===== src/rtl/avalon_arb_pkg.sv =====
// -----------------------------------------------------------------------------
// avalon_arb_pkg
// Shared types and constants for the two-host Avalon-MM block-RAM arbiter.
//   arb_state_t : arbiter FSM encoding (also exported on the debug port)
//   NB_HOSTS    : number of hosts sharing the agent
//   DATA_W      : Avalon data width
//   BE_W        : byteenable width derived from DATA_W
// -----------------------------------------------------------------------------
package avalon_arb_pkg;

  localparam int NB_HOSTS = 2;
  localparam int DATA_W   = 32;
  localparam int BE_W     = DATA_W / 8;

  typedef enum logic [1:0] {
    IDLE     = 2'd0,
    WR_BURST = 2'd1,
    RD_CMD   = 2'd2,
    RD_DATA  = 2'd3
  } arb_state_t;

endpackage


===== src/rtl/rr_pick2.sv =====
// -----------------------------------------------------------------------------
// rr_pick2
// Combinational two-way round-robin chooser.
//   i_req[1:0]    : request per host
//   i_last_grant  : host served most recently
//   o_valid       : at least one host requests
//   o_winner      : chosen host index (meaningful only when o_valid)
// A lone requester always wins; on a tie the host that was not served last
// wins, so neither host can starve the other.
// -----------------------------------------------------------------------------
module rr_pick2 (
  input  logic [1:0] i_req,
  input  logic       i_last_grant,
  output logic       o_valid,
  output logic       o_winner
);

  always_comb begin
    o_valid  = |i_req;
    o_winner = (i_req == 2'b11) ? ~i_last_grant : i_req[1];
  end

endmodule


===== src/rtl/avalon_bram_arbiter.sv =====
// -----------------------------------------------------------------------------
// avalon_bram_arbiter
// Shares one burst-capable 32-bit Avalon-MM agent (on-chip block RAM) between
// two hosts. Round-robin grant, held for a whole burst, one transaction
// outstanding at a time so read data routing needs no tags.
//
// Ports
//   clk, reset_n            : clock, asynchronous active-low reset
//   hN_*  (N = 0, 1)        : Avalon-MM host-side agent ports
//   a_*                     : Avalon-MM host port towards the block-RAM agent
//   o_dbg_state             : current arbiter FSM state
//   o_dbg_grant             : currently granted host
//   o_dbg_err               : sticky flag, readdatavalid seen outside RD_DATA
//
// Handshake: a command/write beat transfers on a clock edge where the host
// holds read or write high and the arbiter's waitrequest to it is low; the
// arbiter only drops a host's waitrequest while that host owns the agent and
// the agent's own waitrequest is low, so a beat accepted by the host side is
// always accepted by the agent in the same cycle. Read data has no
// backpressure: every readdatavalid cycle is one beat.
// -----------------------------------------------------------------------------
module avalon_bram_arbiter
  import avalon_arb_pkg::*;
#(
  parameter int ADDR_W       = 32,
  parameter int BURSTCOUNT_W = 4
) (
  input  logic                    clk,
  input  logic                    reset_n,

  input  logic [ADDR_W-1:0]       h0_address,
  input  logic [BURSTCOUNT_W-1:0] h0_burstcount,
  input  logic                    h0_read,
  input  logic                    h0_write,
  input  logic [DATA_W-1:0]       h0_writedata,
  input  logic [BE_W-1:0]         h0_byteenable,
  output logic                    h0_waitrequest,
  output logic [DATA_W-1:0]       h0_readdata,
  output logic                    h0_readdatavalid,

  input  logic [ADDR_W-1:0]       h1_address,
  input  logic [BURSTCOUNT_W-1:0] h1_burstcount,
  input  logic                    h1_read,
  input  logic                    h1_write,
  input  logic [DATA_W-1:0]       h1_writedata,
  input  logic [BE_W-1:0]         h1_byteenable,
  output logic                    h1_waitrequest,
  output logic [DATA_W-1:0]       h1_readdata,
  output logic                    h1_readdatavalid,

  output logic [ADDR_W-1:0]       a_address,
  output logic [BURSTCOUNT_W-1:0] a_burstcount,
  output logic                    a_read,
  output logic                    a_write,
  output logic [DATA_W-1:0]       a_writedata,
  output logic [BE_W-1:0]         a_byteenable,
  input  logic                    a_waitrequest,
  input  logic [DATA_W-1:0]       a_readdata,
  input  logic                    a_readdatavalid,

  output arb_state_t              o_dbg_state,
  output logic                    o_dbg_grant,
  output logic                    o_dbg_err
);

  localparam logic [BURSTCOUNT_W-1:0] BC_ZERO = '0;
  localparam logic [BURSTCOUNT_W-1:0] BC_ONE  = BURSTCOUNT_W'(1);

  arb_state_t              r_state;
  logic                    r_grant;
  logic                    r_last_grant;
  logic [BURSTCOUNT_W-1:0] r_cnt;
  logic [BURSTCOUNT_W-1:0] r_len;
  logic                    r_err;

  logic [1:0]              w_req;
  logic                    w_pick_valid;
  logic                    w_winner;
  logic                    w_win_write;
  logic [BURSTCOUNT_W-1:0] w_win_bc;

  logic [ADDR_W-1:0]       w_g_address;
  logic                    w_g_read;
  logic                    w_g_write;
  logic [DATA_W-1:0]       w_g_writedata;
  logic [BE_W-1:0]         w_g_byteenable;

  logic                    w_wr_accept;
  logic                    w_rd_accept;
  logic                    w_last_beat;

  // ---------------------------------------------------------------------------
  // Arbitration
  // ---------------------------------------------------------------------------
  assign w_req = {h1_read | h1_write, h0_read | h0_write};

  rr_pick2 u_pick (
    .i_req        (w_req),
    .i_last_grant (r_last_grant),
    .o_valid      (w_pick_valid),
    .o_winner     (w_winner)
  );

  // Write takes priority when a host raises read and write together.
  assign w_win_write = w_winner ? h1_write      : h0_write;
  assign w_win_bc    = w_winner ? h1_burstcount : h0_burstcount;

  // Fields of the host that currently owns the agent.
  assign w_g_address    = r_grant ? h1_address    : h0_address;
  assign w_g_read       = r_grant ? h1_read       : h0_read;
  assign w_g_write      = r_grant ? h1_write      : h0_write;
  assign w_g_writedata  = r_grant ? h1_writedata  : h0_writedata;
  assign w_g_byteenable = r_grant ? h1_byteenable : h0_byteenable;

  assign w_wr_accept = (r_state == WR_BURST) & w_g_write & ~a_waitrequest;
  assign w_rd_accept = (r_state == RD_CMD)   & w_g_read  & ~a_waitrequest;
  assign w_last_beat = (r_cnt == (r_len - BC_ONE));

  // ---------------------------------------------------------------------------
  // FSM
  // ---------------------------------------------------------------------------
  always_ff @(posedge clk or negedge reset_n) begin
    if (!reset_n) begin
      r_state      <= IDLE;
      r_grant      <= 1'b0;
      r_last_grant <= 1'b1;
      r_cnt        <= '0;
      r_len        <= BC_ONE;
      r_err        <= 1'b0;
    end else begin
      // Read data with no read in flight cannot be routed; drop it and flag.
      if (a_readdatavalid && (r_state != RD_DATA)) begin
        r_err <= 1'b1;
      end

      case (r_state)
        IDLE: begin
          if (w_pick_valid) begin
            r_grant <= w_winner;
            r_state <= w_win_write ? WR_BURST : RD_CMD;
            r_len   <= (w_win_bc == BC_ZERO) ? BC_ONE : w_win_bc;
            r_cnt   <= '0;
          end
        end

        WR_BURST: begin
          if (w_wr_accept) begin
            if (w_last_beat) begin
              r_last_grant <= r_grant;
              r_cnt        <= '0;
              r_state      <= IDLE;
            end else begin
              r_cnt <= r_cnt + BC_ONE;
            end
          end
        end

        RD_CMD: begin
          if (w_rd_accept) begin
            r_cnt   <= '0;
            r_state <= RD_DATA;
          end
        end

        RD_DATA: begin
          if (a_readdatavalid) begin
            if (w_last_beat) begin
              r_last_grant <= r_grant;
              r_cnt        <= '0;
              r_state      <= IDLE;
            end else begin
              r_cnt <= r_cnt + BC_ONE;
            end
          end
        end

        default: r_state <= IDLE;
      endcase
    end
  end

  // ---------------------------------------------------------------------------
  // Agent-side and host-side outputs, decoded from the registered state.
  // The agent sees the latched burst length rather than the raw host field so
  // a burstcount of 0 reaches it as a legal single-beat burst.
  // ---------------------------------------------------------------------------
  always_comb begin
    a_address        = '0;
    a_burstcount     = '0;
    a_read           = 1'b0;
    a_write          = 1'b0;
    a_writedata      = '0;
    a_byteenable     = '0;
    h0_waitrequest   = 1'b1;
    h1_waitrequest   = 1'b1;
    h0_readdata      = '0;
    h1_readdata      = '0;
    h0_readdatavalid = 1'b0;
    h1_readdatavalid = 1'b0;

    case (r_state)
      WR_BURST: begin
        a_address    = w_g_address;
        a_burstcount = r_len;
        a_write      = w_g_write;
        a_writedata  = w_g_writedata;
        a_byteenable = w_g_byteenable;
        if (r_grant) h1_waitrequest = a_waitrequest;
        else         h0_waitrequest = a_waitrequest;
      end

      RD_CMD: begin
        a_address    = w_g_address;
        a_burstcount = r_len;
        a_read       = w_g_read;
        a_byteenable = w_g_byteenable;
        if (r_grant) h1_waitrequest = a_waitrequest;
        else         h0_waitrequest = a_waitrequest;
      end

      RD_DATA: begin
        if (r_grant) begin
          h1_readdatavalid = a_readdatavalid;
          h1_readdata      = a_readdata;
        end else begin
          h0_readdatavalid = a_readdatavalid;
          h0_readdata      = a_readdata;
        end
      end

      default: ;
    endcase
  end

  assign o_dbg_state = r_state;
  assign o_dbg_grant = r_grant;
  assign o_dbg_err   = r_err;

endmodule

===== config.mk =====
export PLATFORM = sky130hd
export DESIGN_NAME = avalon_bram_arbiter
export DESIGN_NICKNAME = d
export VERILOG_FILES = /design/src/rtl/avalon_arb_pkg.sv /design/src/rtl/rr_pick2.sv /design/src/rtl/avalon_bram_arbiter.sv
export SDC_FILE = /design/constraint.sdc
export NUM_CORES = 1
export LEC_CHECK = 0
export ABC_AREA = 1
export CORE_AREA = 5 5 126 128
export DETAILED_ROUTE_END_ITERATION = 6
export DIE_AREA = 0 0 131 133
export GPL_TIMING_DRIVEN = 0
export SETUP_SLACK_MARGIN = 0.2
export SYNTH_ARGS = -nofsm -noshare
export SYNTH_HDL_FRONTEND = slang
export SYNTH_HIERARCHICAL = 1
export SYNTH_SLANG_ARGS = --single-unit

===== constraint.sdc =====
create_clock -name clk -period 2 [get_ports clk]
set_clock_uncertainty 0.2 [all_clocks]
set_input_delay 0.4 -clock clk [delete_from_list [all_inputs] [get_ports clk]]
set_output_delay 0.4 -clock clk [all_outputs]
set_load 0.01 [all_outputs]

# --- Word-level counts from Yosys, hierarchy flattened ---
# Index checks and enable logic that the tools add are counted.
totals:
  word_cells: 79
  input_bits: 184
  output_inout_bits: 146
  reg_bits: 13
classes:
  n_bitwise: 8
  add_sub_neg: 2
  eq_ne: 10
  n_reduce_logical: 9
  muxes: 44
ops:
  columns: ["operator", "count"]
  rows:
  - ["2-to-1 mux 32 bit", 8]
  - ["2-to-1 mux 4 bit", 10]
  - ["2-to-1 mux 1 bit", 17]
  - ["case mux 4 bit (4 select lines)", 1]
  - ["2-to-1 mux 2 bit", 6]
  - ["inequality test 2 bit (second input constant)", 4]
  - ["case mux 2 bit (4 select lines)", 1]
  - ["== test 2 bit (second input constant)", 3]
  - ["adder 4 x 1 -> 4 bit (second input constant)", 1]
  - ["bitwise AND 1 bit", 4]
  - ["== test 4 bit", 1]
  - ["logical NOT 4 bit", 1]
  - ["AND reduction 4 bit", 1]
  - ["OR reduction 2 bit", 2]
  - ["subtractor 4 x 1 -> 4 bit (second input constant)", 1]
  - ["AND reduction 3 bit", 1]
  - ["== test 2 x 1 -> 1 bit (second input constant)", 1]
  - ["logical NOT 2 bit", 1]
  - ["inequality test 2 x 1 -> 1 bit (second input constant)", 1]
  - ["NOT 1 bit", 2]
  - ["bitwise OR 1 bit", 2]
  - ["case mux 1 bit (2 select lines)", 1]
  - ["AND reduction 2 bit", 1]
  - ["nonzero test 2 bit", 1]
  - ["logical AND 1 bit", 1]

# --- Depth between registers and ports, before layout ---
# Gate-level depths: netlist of the first run.
logic_depth:
  depth_word: 7
  mapped_depth: 12

# --- Hierarchy ---
# The synthesis of the first run kept the hierarchy.
by_module_without_submodules:
  columns: ["module", "seq_area_each_um2", "area_per_inst_um2", "instances", "cells_per_inst"]
  rows:
  - ["avalon_bram_arbiter", 327.8, 2237.1, 1, 407]
  - ["rr_pick2", 0.0, 15.0, 1, 3]

# --- Least setup slack after synthesis of the first run ---
# OpenSTA, ideal clock, no wires.
synth_timing:
  kind: "reg-to-output"
  startpoint: "register r_state[0], in the netlist o_dbg_state[0]"
  endpoint: "output a_address[10]"
  arrival_ps: 1414
  path_stages_with_launch: 7
  path_slack_ps: -14
  path_cell_list: "dfrtp_1 inv_1 ha_1 nand2_1 inv_2 buf_2 a22o_1"
synth_between:
  elab_chain_len: 3
  elab_cells_between_ends: 4
synth_lines:
  columns: ["item", "line_no", "rtl"]
  rows:
  - ["start, declared", "avalon_bram_arbiter.sv:69", "arb_state_t r_state;"]
  - ["start signal, assigned", "avalon_bram_arbiter.sv:140", "r_state <= w_win_write ? WR_BURST : RD_CMD;"]
  - ["== test 2 x 1 -> 1 bit / == test 2 bit (equally long branches)", "avalon_bram_arbiter.sv:201", "case (r_state)"]
  - ["OR reduction 2 bit (no source line) *", null, null]
  - ["2-to-1 mux 32 bit *", "avalon_bram_arbiter.sv:201", null]
  - ["end, declared", "avalon_bram_arbiter.sv:51", "output logic [ADDR_W-1:0] a_address,"]
# Every way passes the cells marked *; elsewhere a longest branch is shown, timed or not.

# --- Worst setup path after layout of the first run ---
layout_timing:
  startpoint: "register r_grant, in the netlist o_dbg_grant"
  endpoint: "output a_address[28]"
layout_between:
  elab_chain_len: 2
layout_lines:
  columns: ["item", "line_no", "rtl"]
  rows:
  - ["start, declared", "avalon_bram_arbiter.sv:70", "logic r_grant;"]
  - ["start signal, assigned", "avalon_bram_arbiter.sv:139", "r_grant <= w_winner;"]
  - ["2-to-1 mux 32 bit", "avalon_bram_arbiter.sv:109", "assign w_g_address = r_grant ? h1_address : h0_address;"]
  - ["2-to-1 mux 32 bit", "avalon_bram_arbiter.sv:201", null]
# Every way passes these cells.

==> impl_metrics.py, run 1 <==
metrics = {
    "run_status": {
        "violations": "negative setup slack",
        "outcome": "complete, but fails checks",
    },
    "sta": {
        "period_share": 1.13,
        "setup_violations": 131,
        "rsz0062_at_grt": "yes",
        "fmax_mhz": 443,
        "final-max-slew-violation-count": 0,
        "period_needed_ns": 2.26,
        "tightest_slew_ns": 0.672,
        "finalSetupTns_ns": -16.81,
        "setup_ws_ns": -0.255,
        "relSlewSlack": 0.550,
        "timing_hold_violations_final": 0,
    },
    "synthesis": {
        "async_reset_ff_frac": 1.00,
        "synth-seq-area-share": 0.146,
        "synth-edff-count": 0,
        "ys_ff_latch": 13,
        "synth_top_area_frac": 0.228,
        "synth.area.top_cells": "nor2_1 23%, a22o_1 14%, dfrtp_1 12%",
        "yosysTopAreaCell": "nor2_1",
        "ys.flop_type": "dfrtp_1",
        "yosys_warnings": 6,
        "post-synth-top-count-cell": "nor2_1",
        "synth_common_cells": "137 x nor2_1, 57 x nand2_1, 56 x inv_1, 39 x o21ai_0, 36 x a22o_1",
        "synth.cell_area_um2": 2250,
        "syn-num-nets": 600,
        "synth_cell_types": 32,
        "syn_inst": 410,
        "avgSynthCellArea_um2": 5.49,
    },
    "detailed_routing": {
        "drt-initial-drc-count": 168,
        "viasPerCell": 4.13,
        "wl_per_cell_um": 17.6,
        "drt-total-wl_um": 17600,
        "ant_nets": 0,
        "first_pass_iters": 5,
        "vias": 4110,
        "route.detailed.drc": 0,
    },
    "layout": {
        "fin_cells": 996,
        "syn_to_final_growth_pct": 197,
        "design_area_um2": 6690,
        "diodes": 0,
        "nFillCells": 1520,
        "seqCellArea_um2": 332,
        "fin_nets": 999,
        "multi_input_area_um2": 2010,
        "final_util": 0.453,
        "drive_gt1_frac": 0.408,
    },
    "power": {
        "pwr_density_cell_nw_per_um2": 1050,
        "ir_drop_uv": 546,
        "p_sw_w": 0.00334,
        "combinationalPowerShare": 0.872,
        "power.clock.fraction": 0.056,
        "power_w": 0.00705,
        "p_seq_frac": 0.072,
        "p_sw_frac": 0.474,
        "leakage_nw": 3.40,
        "p_int_w": 0.00371,
    },
    "clock_network": {
        "cts_tree": "done",
        "cts_root_buf": "clkbuf_16",
        "clock_latency_ns": 0.25,
        "ctsHoldBuffers": 0,
        "htree_num_levels": 1,
        "clk_pin_slew_ns": 0.05,
        "cts_buffer_depth": 2,
        "cts_sinks": 13,
        "cts_buffers": 3,
    },
    "worst_setup_path": {
        "worst_ep_required_time_ns": 1.40,
        "cp-end-kind": "output port",
        "cp.arrival_ns": 1.66,
        "cp-start-kind": "register",
        "setup.worst_path.class": "reg2out",
        "cp_max_fo": 11,
        "rr_worst_depth": 11,
    },
    "flow_run": {
        "cap_violations": 0,
    },
    "global_route": {
        "grt_pass1_vias": 3843,
        "grt_overflow": 0,
        "gr-usage-all-layers": 0.171,
        "grt_pass1_wl_um": 23300,
        "grt_max_degree": 14,
        "antenna_found_initial": 2,
    },
    "die": {
        "die_h_um": 133,
        "start_util": 0.153,
        "dieArea_um2": 17400,
        "rows": 45,
        "core_area_um2": 14800,
        "ioPinCount": 330,
        "die_x_um": 131,
    },
    "hold_path": {
        "hold_path.class": "reg2reg",
        "hold_path_depth": 1,
    },
    "placement": {
        "place_area_um2": 5890,
        "port_buffers": 329,
        "dp_cells": 927,
        "gp_congestion": 0.850,
        "hpwl_um": 13700,
    },
}
-- area by class of cell --
class / count / share of cell area
multi-input combinational: 316 / 0.300
clock buffer: 4 / 0.0118
buffer: 23 / 0.0445
timing repair buffer: 393 / 0.521
sequential: 13 / 0.0496
inverter: 59 / 0.0372
tap: 188 / 0.0352
-- registers in the layout, indices dropped and copies added, names as in the netlist --
signal,count
r_last_grant,1
r_cnt,4
o_dbg_grant,1
o_dbg_state,2
o_dbg_err,1
r_len,4
-- placed cells by master, fill, tap and decap left out, types with 19 or more instances in the layout --
cell and instances:
a22o_1 36, buf_2 106, buf_4 40, buf_6 52, clkdlybuf4s50_1 179, inv_1 48
nand2_1 48, nor2_1 97, nor2_2 19, nor2_4 22, o21ai_1 19
-- critical path: stages (launching register included) --
cell	delay [ns]
dfrtp_2	0.47
buf_8	0.16
buf_4	0.13
nand2_4	0.09
inv_8	0.06
buf_8	0.14
a22o_1	0.22
buf_6	0.13
-- stage by stage --
| step | worst slack, ns | hold slack, ns |
|---|---|---|
| 6_report | -0.255 | 0.273 |
| 5_1_grt | -0.297 | 0.319 |
| 4_1_cts | -0.250 | 0.281 |
| 3_5_place_dp | -0.633 | 0.265 |
| 3_3_place_gp | -0.609 | 0.270 |
| 2_1_floorplan | 0.171 | -0.0956 |
-- power groups by stage --
stage	Combinational [W]	Sequential (W)	Clock, W
finish	0.00615	0.000506	0.000395
global route	0.00663	0.000525	0.000411
CTS	0.00527	0.000501	0.000399
detailed placement	0.00535	0.000494	0
global placement	0.00537	0.000488	0
floorplan	0.00270	0.000476	0
-- cells by family (layout without fill, tap and decap cells) --
logic type | Yosys count | after routing | synth area share
compound gates | 87 | 87 | 0.261
xor+xnor | 4 | 4 | 0.0156
fa+ha+maj | 6 | 6 | 0.0333
buf+inv | 82 | 479 | 0.148
flops | 13 | 13 | 0.146
simple gates | 218 | 219 | 0.397
-- worst paths after layout --
kind,from,endpoint,slack [ns]
min,o_dbg_err,o_dbg_err,0.27
max in group asynchronous,reset_n,o_dbg_grant,0.76
min reg2reg,o_dbg_err,o_dbg_err,0.27
max,o_dbg_grant,a_address[28],-0.26
min in group asynchronous,reset_n,o_dbg_err,0.37
max reg2reg,o_dbg_state[0],o_dbg_state[1],0.04
-- timing repair --
action	CTS	global route
gates resized for setup	521	303
pin swaps	6	17
setup endpoints to repair	156	158
gates cloned	5	7
setup buffers	20	33
-- per-layer routing --
layer	track usage	vias to the layer above	wire length [µm]
met5	0	-	27
met4	0.0400	4	392
met3	0.0351	26	1300
met2	0.311	150	9040
met1	0.202	1829	6800
li1	-	2101	-
Power figures use the tool's default switching activity.
==> run 2, diff against run 1 <==
--- a/config.mk
+++ b/config.mk
@@ -6,6 +6,7 @@
 export NUM_CORES = 1
 export LEC_CHECK = 0
 export ABC_AREA = 1
+export CAP_MARGIN = 20
 export CORE_AREA = 5 5 126 128
 export DETAILED_ROUTE_END_ITERATION = 6
 export DIE_AREA = 0 0 131 133
==> results of run 2 <==
No change in the layout: final DEF, timing and power equal those of run 1.
==> run 3, diff against run 2 <==
--- a/config.mk
+++ b/config.mk
@@ -7,9 +7,10 @@
 export LEC_CHECK = 0
 export ABC_AREA = 1
 export CAP_MARGIN = 20
-export CORE_AREA = 5 5 126 128
+export CORE_AREA = 2 2 130 132
+export CTS_CLUSTER_DIAMETER = 120
 export DETAILED_ROUTE_END_ITERATION = 6
-export DIE_AREA = 0 0 131 133
+export DIE_AREA = 0 0 132 134
 export GPL_TIMING_DRIVEN = 0
 export SETUP_SLACK_MARGIN = 0.2
 export SYNTH_ARGS = -nofsm -noshare
==> run 3 against run 2 <==
Against the previous run: sequential share of layout area decreased by 0.23 points; combinational power increased by 2%; critical endpoint is now a_address[10]; non-clock buffer count decreased by 13; largest power group unchanged; largest cell class unchanged; total power increased by 1.7%; critical path type unchanged; die area increased by 1.5%; the flow still finishes with violations (negative setup slack); highest routed layer is now met4; worst hold slack improved by 0.022 ns.
==> impl_metrics.py, run 3 (synthesis results as in run 1) <==
metrics = {
    "placement": {
        "place_area_um2": 5930,
        "port_buffers": 329,
        "hpwl_um": 12900,
        "gp_congestion": 0.810,
    },
    "global_route": {
        "grt_max_degree": 14,
        "antenna_found_initial": 0,
        "gr-usage-all-layers": 0.168,
        "grt_pass1_wl_um": 23400,
        "grt_pass1_vias": 4077,
        "grt_overflow": 0,
    },
    "sta": {
        "whs_ns": 0.295,
        "period_needed_ns": 2.27,
        "setup_violations": 132,
        "period_share": 1.14,
        "timing_hold_violations_final": 0,
        "finalSetupTns_ns": -19.40,
        "final-max-slew-violation-count": 0,
        "relSlewSlack": 0.556,
        "fmax_mhz": 440,
        "rsz0062_at_grt": "yes",
        "setup_ws_ns": -0.273,
        "tightest_slew_ns": 0.665,
    },
    "clock_network": {
        "cts_buffer_depth": 2,
        "ctsHoldBuffers": 0,
        "cts_sinks": 13,
        "cts_buffers": 3,
        "cts_root_buf": "clkbuf_16",
        "clk_pin_slew_ns": 0.05,
        "cts_tree": "done",
        "clock_latency_ns": 0.25,
        "htree_num_levels": 1,
    },
    "layout": {
        "final_util": 0.430,
        "design_area_um2": 7010,
        "drive_gt1_frac": 0.436,
        "mostFrequentLayoutCells": "179 x clkdlybuf4s50_1, 85 x buf_2, 78 x nor2_1",
        "syn_to_final_growth_pct": 211,
        "layout_commonest_cell": "clkdlybuf4s50_1",
        "diodes": 0,
        "fin_nets": 986,
    },
    "worst_setup_path": {
        "setup.worst_path.class": "reg2out",
        "rr_worst_depth": 9,
        "cp-end-kind": "output port",
        "path_cells": "inv_4 > ha_4 > nand2_4 > inv_8 > buf_8 > a22o_1 > buf_2",
        "max_stage_delay_ns": 0.45,
        "cp-start-kind": "register",
        "cp_top_family": "flip-flops",
        "worst_ep_required_time_ns": 1.40,
        "path_buf_inv": 4,
        "cp.depth": 7,
        "slowest_stage": "dfrtp_2",
        "cp_max_fo": 11,
        "cp.arrival_ns": 1.67,
    },
    "die": {
        "die_h_um": 134,
        "start_util": 0.138,
        "ioPinCount": 330,
        "die_x_um": 132,
        "core_area_um2": 16300,
        "dieArea_um2": 17700,
        "rows": 47,
    },
    "detailed_routing": {
        "wl_per_cell_um": 16.4,
        "first_pass_iters": 4,
        "drt-total-wl_um": 16600,
        "viasPerCell": 4.13,
        "drt-initial-drc-count": 153,
        "vias": 4189,
        "route.detailed.drc": 0,
        "ant_nets": 0,
    },
    "power": {
        "power_w": 0.00717,
        "leakage_nw": 3.37,
        "ir_drop_uv": 405,
        "pwr_density_cell_nw_per_um2": 1020,
    },
    "flow_run": {
        "cap_violations": 0,
    },
    "hold_path": {
        "hold_path_depth": 1,
        "hold_path.class": "reg2reg",
    },
    "run_status": {
        "outcome": "complete, but fails checks",
        "violations": "negative setup slack",
    },
}
==> run 3: changes by cell type in the layout (fill, tap and decap cells not counted), sizes merged <==
| cell | change |
|---|---|
| clkdlybuf4s15 | +5 |
| clkinv | +1 |
| dlygate4sd2 | +2 |
| clkbuf | -4 |
| dlymetal6s2s | -2 |
| buf | -15 |
==> run 3: path summary, 6_finish.rpt <==
check                                    start              to  slack [ns]
worst max register to register        r_len[0]  o_dbg_state[0]        0.14
min in group asynchronous              reset_n        r_len[3]        0.36
worst min register to register       o_dbg_err       o_dbg_err        0.30
worst min-delay path                 o_dbg_err       o_dbg_err        0.30
max in group asynchronous              reset_n     o_dbg_grant        0.77
worst max-delay path            o_dbg_state[1]   a_address[10]       -0.27
==> run 3: power breakdown <==
group	switching (W)	internal [W]
combinational	0.00317	0.00309
clock	0.000128	0.000267
sequential	0.000140	0.000375
==> run 3: layer usage <==
| layer | global-route usage | up-vias | part of all wire |
|---|---|---|---|
| met2 | 0.295 | 173 | 0.50 |
| li1 | - | 2081 | - |
| met1 | 0.213 | 1908 | 0.42 |
| met3 | 0.0287 | 27 | 0.053 |
| met4 | 0.0441 | 0 | 0.026 |
| met5 | 0 | - | 0 |
==> run 3: layout make-up <==
type	count	area [µm²]
clock buffers	3	75.1
repair buffers	380	3550
fillers	1653	9280
multi-input cells	316	2210
flip-flops and latches	13	332
plain buffers	23	317
well taps	220	275
clock inverters	1	5.00
inverters	59	246
==> run 3: stage by stage <==
stage                     cells  setup slack (ns)
after floorplan             410             0.171
after global placement      959            -0.606
after detailed placement    959            -0.604
after CTS                   990            -0.262
after global routing       1015            -0.325
final                      1015            -0.273
==> run 3: what timing repair did <==
action	in CTS	in global routing
gates cloned	8	3
pin swaps	16	28
endpoints found under the setup margin	158	155
endpoints found under the hold margin	0	0
setup buffers	19	22
gates resized for setup	608	276
